**src/rtl/spi_frame_slave.sv**
```systemverilog
// spi_frame_slave: oversampled SPI slave with multi-word frames.
// Received frames are double-buffered and only applied to q on a rising
// edge of the update strobe (vsync), so downstream logic never sees a torn
// frame. A transmit frame is shifted back out on sdi.
// Optional feature macro: SPI_TIMEOUT_EN drops a stalled partial frame
// after TIMEOUT idle clk cycles and pulses timeout.
module spi_frame_slave #(
   parameter int WIDTH       = 32,
   parameter int WORDS       = 1,
   parameter int SYNC_STAGES = 2,
   parameter int TIMEOUT     = 1024
) (
   input  logic                     clk,
   input  logic                     reset,
   input  logic                     sck,
   input  logic                     sdo,
   output logic                     sdi,
   input  logic [WIDTH*WORDS-1:0]   d,
   input  logic                     update,
   output logic [WIDTH*WORDS-1:0]   q,
   output logic                     frame_done,
   output logic                     overrun,
   output logic                     timeout
);

   localparam int FW = WIDTH * WORDS;
   localparam int CW = (FW > 1) ? $clog2(FW) : 1;
   localparam logic [CW-1:0] LAST_BIT = CW'(FW - 1);

   logic [SYNC_STAGES-1:0] sckSync_q;
   logic [SYNC_STAGES-1:0] sdoSync_q;
   logic [SYNC_STAGES-1:0] updSync_q;
   logic                   sckLast_q;
   logic                   updLast_q;

   logic [CW-1:0]          bitCnt_q;
   logic [FW-1:0]          qSR_q;
   logic [FW-1:0]          dSR_q;
   logic                   sdi_q;
   logic [FW-1:0]          qbuf_q;
   logic                   pending_q;
   logic [FW-1:0]          qOut_q;
   logic                   frameDone_q;
   logic                   overrun_q;

   logic                   sckS;
   logic                   sdoS;
   logic                   updS;
   logic                   sckFall;
   logic                   updRise;
   logic                   frameEnd;
   logic                   dropFrame;
   logic [FW-1:0]          newFrame_d;

   assign sckS     = sckSync_q[SYNC_STAGES-1];
   assign sdoS     = sdoSync_q[SYNC_STAGES-1];
   assign updS     = updSync_q[SYNC_STAGES-1];
   assign sckFall  = sckLast_q & ~sckS;
   assign updRise  = updS & ~updLast_q;
   assign frameEnd = sckFall && (bitCnt_q == LAST_BIT);
   assign newFrame_d = (qSR_q << 1) | {{(FW-1){1'b0}}, sdoS};

   // Bring the asynchronous pins into the clk domain and keep one extra flop for edge detection.
   always_ff @(posedge clk or posedge reset) begin
      if (reset) begin
         sckSync_q <= '0;
         sdoSync_q <= '0;
         updSync_q <= '0;
         sckLast_q <= 1'b0;
         updLast_q <= 1'b0;
      end else begin
         sckSync_q <= {sckSync_q[SYNC_STAGES-2:0], sck};
         sdoSync_q <= {sdoSync_q[SYNC_STAGES-2:0], sdo};
         updSync_q <= {updSync_q[SYNC_STAGES-2:0], update};
         sckLast_q <= sckS;
         updLast_q <= updS;
      end
   end

`ifdef SPI_TIMEOUT_EN
   localparam int IW = $clog2(TIMEOUT + 1);
   logic [IW-1:0] idleCnt_q;
   logic          timeout_q;

   assign dropFrame = (bitCnt_q != '0) && !sckFall && (idleCnt_q == IW'(TIMEOUT));
   assign timeout   = timeout_q;

   // Count idle cycles inside a partial frame, saturating at TIMEOUT, and pulse when the frame is dropped.
   always_ff @(posedge clk or posedge reset) begin
      if (reset) begin
         idleCnt_q <= '0;
         timeout_q <= 1'b0;
      end else begin
         timeout_q <= dropFrame;
         if (sckFall) begin
            idleCnt_q <= '0;
         end else if ((bitCnt_q != '0) && (idleCnt_q != IW'(TIMEOUT))) begin
            idleCnt_q <= idleCnt_q + IW'(1);
         end
      end
   end
`else
   assign dropFrame = 1'b0;
   assign timeout   = 1'b0;
`endif

   // Shift receive and transmit registers on each synced sck falling edge; reload transmit data while idle.
   always_ff @(posedge clk or posedge reset) begin
      if (reset) begin
         bitCnt_q <= '0;
         qSR_q    <= '0;
         dSR_q    <= '0;
         sdi_q    <= 1'b0;
      end else if (dropFrame) begin
         bitCnt_q <= '0;
         qSR_q    <= '0;
         dSR_q    <= d;
         sdi_q    <= d[FW-1];
      end else if (sckFall) begin
         sdi_q    <= dSR_q[FW-2];
         dSR_q    <= dSR_q << 1;
         qSR_q    <= newFrame_d;
         bitCnt_q <= frameEnd ? '0 : bitCnt_q + CW'(1);
      end else if (bitCnt_q == '0) begin
         dSR_q    <= d;
         sdi_q    <= d[FW-1];
      end
   end

   // Park completed frames in qbuf and hand them to q on an update edge; a frame landing with the edge goes straight through.
   always_ff @(posedge clk or posedge reset) begin
      if (reset) begin
         qbuf_q      <= '0;
         pending_q   <= 1'b0;
         qOut_q      <= '0;
         frameDone_q <= 1'b0;
         overrun_q   <= 1'b0;
      end else begin
         frameDone_q <= frameEnd;
         overrun_q   <= frameEnd && pending_q && !updRise;
         if (frameEnd) begin
            qbuf_q <= newFrame_d;
            if (updRise) begin
               qOut_q    <= newFrame_d;
               pending_q <= 1'b0;
            end else begin
               pending_q <= 1'b1;
            end
         end else if (updRise && pending_q) begin
            qOut_q    <= qbuf_q;
            pending_q <= 1'b0;
         end
      end
   end

   assign sdi        = sdi_q;
   assign q          = qOut_q;
   assign frame_done = frameDone_q;
   assign overrun    = overrun_q;

endmodule

```
**config.mk**
```make
export PLATFORM = sky130hd
export DESIGN_NAME = spi_frame_slave
export DESIGN_NICKNAME = d
export VERILOG_FILES = /design/src/rtl/spi_frame_slave.sv
export SDC_FILE = /design/constraint.sdc
export NUM_CORES = 1
export LEC_CHECK = 0
export ABC_AREA = 1
export CORE_UTILIZATION = 55
export DETAILED_ROUTE_END_ITERATION = 10
export DONT_BUFFER_PORTS = 1
export PLACE_DENSITY = 0.71
export SLEW_MARGIN = 10
export SYNTH_ARGS = -nofsm -noshare
export SYNTH_HDL_FRONTEND = slang
export SYNTH_SLANG_ARGS = --single-unit
```
**constraint.sdc**
```tcl
create_clock -name clk -period 4.2 [get_ports clk]
set_input_delay 0.63 -clock clk [delete_from_list [all_inputs] [get_ports clk]]
set_output_delay 0.63 -clock clk [all_outputs]
set_load 0.01 [all_outputs]
```
# Word-level counts from Yosys, hierarchy flattened
# Index checks and enable logic that the tools add are counted.
# Widths: inputs -> output; s select.
# word_totals
register_bits,143
elab_cells,42
# classes
n_eq_ne,2
n_addsub,1
n_reduce_logical,9
muxes,11
bitwise,5
# ops
op,n
$mux 32,3
$mux 31,2
$or 32x1->32,1
$add 5x1->5 const B,1
$eq 5x5->1 const B,1
$logic_not 5->1,1
$mux 1,5
$mux 5,1
$logic_and 1x1->1,4
$reduce_bool 2->1,2
$and 1x1->1,2
$ne 2x2->1 const B,1
$not 1->1,2
$reduce_and 2->1,1
$logic_not 1->1,1

# Logic depth before layout (Yosys ltp)
# depth
word_depth,5
depth_mapped,12
mapped_depth_nobuf,9

# Least setup slack after synthesis
# OpenSTA, ideal clock, no wires.
# synth_timing
kind,register to register
from,register bitCnt_q[0]
to,"register qOut_q[2], in the netlist q[2]"
path_stages_with_launch,13
arrival_time_ns,1.555
path_slack_ns,2.529
setup_ns,0.116
period_less_slack_ns,1.671
required_time_ns,4.084
cell_sequence,dfrtp_1 -> ha_1 -> inv_1 -> nor3_1 -> ha_1 -> buf_2 -> nand3_4 -> buf_8 -> buf_6 -> nand2_1 -> nand2_2 -> nand2_1 -> nand2_1
# synth_between
elab_chain_len,4
elab_cells_between_ends,6
classes_between,eq/ne (2); mux (1); reduce/logical (3)
# synth_rtl
element,line_no,rtl
start: declaration,36,logic [CW-1:0] bitCnt_q;
start signal: assignment,123,bitCnt_q <= frameEnd ? '0 : bitCnt_q + CW'(1);
$eq 5x5->1 *,60,assign frameEnd = sckFall && (bitCnt_q == LAST_BIT);
$logic_and 1x1->1 *,60,
$ne 2x2->1 (no line) or $reduce_bool 2->1 (tied branches),-,
$reduce_and 2->1 (no line),-,
end signal: assignment,144,qOut_q <= newFrame_d;
end signal: assignment,150,qOut_q <= qbuf_q;
end: declaration,42,logic [FW-1:0] qOut_q;
# Mark *: on every way between the ends. The rest lies on a longest branch, timed or not.
# A chain may end at the register's enable or synchronous reset.

# Worst setup path in the final report
# layout_timing
from,register bitCnt_q[1]
to,"register qOut_q[30], in the netlist q[30]"
# The elaborated chain is that of the path after synthesis.

==> impl_metrics.ini <==
[detailed_routing]
wl_mm = 11.3
viasPerCell = 5.18
num_vias = 4271
drtIter0Drc = 243
drc = 0
wl_per_cell_microns = 13.7
drtAntennaViolNets = 0
drt-pass1-iter-count = 4

[yosys]
synthTopCellsByArea = dfrtp_1 60%, nand2_1 22%, nand3_1 5.7%
synth_warnings = 0
synth_largest_area_cell = dfrtp_1
syn_area_per_cell_sq_um = 8.60
synth_nets = 732
ys_ff_latch = 143
synth.distinct_cells = 22
seq_area_frac_synth_pct = 60.1
syn_area_sq_um = 5950
synth_cells = 692
synth_top_area_share_pct = 60.1

[floorplan]
core_area_sq_um = 10400
rows = 37
die_h_microns = 106
start_util_pct = 57.1
die_w_microns = 106
io_pins = 73
fp.dieArea_sq_um = 11200

[finish]
diodes = 0
finish.utilization_pct = 62.9
drive_gt1_share_pct = 6.82
fillers = 891
syn2layout_area_growth_pct = 10.2
layout.nets = 716
layout_common_cells = 354 x nand2_1, 143 x dfrtp_1, 68 x nand3_1, 33 x o21ai_0, 27 x inv_1
layout_commonest_cell = nand2_1

[sta]
finClkSkew_ps = 10.7
period_minus_slack_ps = 2600
hold_violations = 0
rsz0062_at_grt = false
fin_setup_tns_ps = 0
fin_crit_sh_pct = 62.0
setup_viol = 0
timing.fmax_mhz = 384
worst_slack_ps = 1600
holdWs_ps = 21.2
worst_slew_pin_slew_ps = 1190
drv_slew = 0
slew_headroom_pct = 20.7

[critical_path]
critPathRequiredTime_ps = 4660
crit_type = reg2reg
r2r_cells = 9
rr_endpoint = q[30]
startpoint_type = flop
end_kind = flop
worstPathMaxFanout = 39
critPathArrivalTime_ps = 3060
rr_startpoint = bitCnt_q[1]
ff2ff_setup_slack_ps = 1600

[cts]
tritoncts = built
cts.sinks = 143
post_cts_buffers = 0
clock_latency_ps = 520
clock-root-buffer = clkbuf_8
cts.path.max_buffers = 2
htreeDepth = 4
clk_pin_slew_ps = 60
cts-resized-gates = 0
cts_hold_buffers = 0
numCtsBuffers = 17

[global_route]
grt_use_total_pct = 22.8
antenna_found_initial = 0
grt_pass1_vias = 4452
grt_pass1_wl_mm = 20.2
grt_max_degree = 101
grt_overflow = 0

[run_status]
status = completed

[worst_hold_path]
hold_class = in2async

[power]
peakVddDrop_uv = 273
power_density_nw_per_um2 = 551
leakagePower_nw = 3.57

[flow_run]
drv_cap = 0

[place]
pre_cts_slack_ps = 1610
port_buffers = 0
gp_congestion = 0.791
place_hpwl_mm = 6.69
## synthesized netlist by cell type (all sizes together)
cell type and instances:
a21oi 3, buf 35, clkbuf 6, conb 1, dfrtp 143, ha 3
inv 30, nand2 359, nand3 69, nand4 1, nor2 7, nor3 2
o21ai 33
## per-stage QoR
step / power (mW) / instance area (sq um) / cells
after CTS: 3.65 / 6560 / 825
final: 3.61 / 6560 / 825
after detailed placement: 2.06 / 5920 / 793
after global placement: 2.02 / 5920 / 793
after global routing: 3.79 / 6560 / 825
after floorplan: 1.97 / 5950 / 692
## report_power, final
part	total, mW	internal, mW	switching, mW
clock	1.58	1.03	0.553
combinational	0.365	0.127	0.238
sequential	1.67	1.56	0.109
total	3.61	2.71	0.900
## registers in the layout, summed over array words and instances (netlist names)
signal / count
updSync_q: 2
pending_q: 1
sckLast_q: 1
q: 32
qSR_q: 31
sdoSync_q: 2
qbuf_q: 32
dSR_q: 31
overrun: 1
sdi: 1
updLast_q: 1
bitCnt_q: 5
frame_done: 1
sckSync_q: 2
## layout make-up
| type | instances | area [sq um] | share of cell area (%) |
|---|---|---|---|
| multi-input cells | 478 | 2000 | 30.5 |
| repair buffers | 6 | 57.6 | 0.878 |
| flip-flops and latches | 143 | 3580 | 54.6 |
| clock buffers | 23 | 477 | 7.27 |
| clock inverters | 9 | 155 | 2.37 |
| inverters | 30 | 116 | 1.77 |
| well taps | 136 | 170 | 2.60 |
## kinds of logic (layout without fill, tap and decap cells)
logic type                 count (synthesis)  count (layout)  synth area share (%)
AOI/OAI and AO/OA                         36              36                  3.09
adders and majority gates                  3               3                 0.631
buffers and inverters                     71              68                  6.22
DFF                                      143             143                  60.1
other                                      1               1                0.0630
and+or+nand+nor                          438             438                  29.9
## how the worst max path moves through the flow
stage / startpoint / endpoint / slack (ps) / depth (start not counted)
3_3_place_gp: bitCnt_q[0] / q[27] / 1860 / 9
3_5_place_dp: bitCnt_q[1] / q[30] / 1610 / 9
4_1_cts: bitCnt_q[1] / q[30] / 1580 / 9
6_report: bitCnt_q[1] / q[30] / 1600 / 9
2_1_floorplan: reset / bitCnt_q[0] / 1780 / 1
5_1_grt: bitCnt_q[0] / q[30] / 1280 / 9
## critical path: stages, from the launching register on
cell and delay [ps]:
dfrtp_1 390, ha_1 190, inv_1 60, nor3_1 160, ha_1 270, nand3_4 390
a21oi_2 570, buf_4 340, nand2_1 100, nand2_1 70
## routing by layer
layer | up-vias | track usage, % | wire, microns
met5 | - | 0 | 0
met4 | 0 | 8.13 | 119
met3 | 16 | 6.50 | 513
met2 | 95 | 38.7 | 5580
met1 | 2042 | 27.8 | 5080
li1 | 2118 | - | -
(Power assumes the default switching activity.)
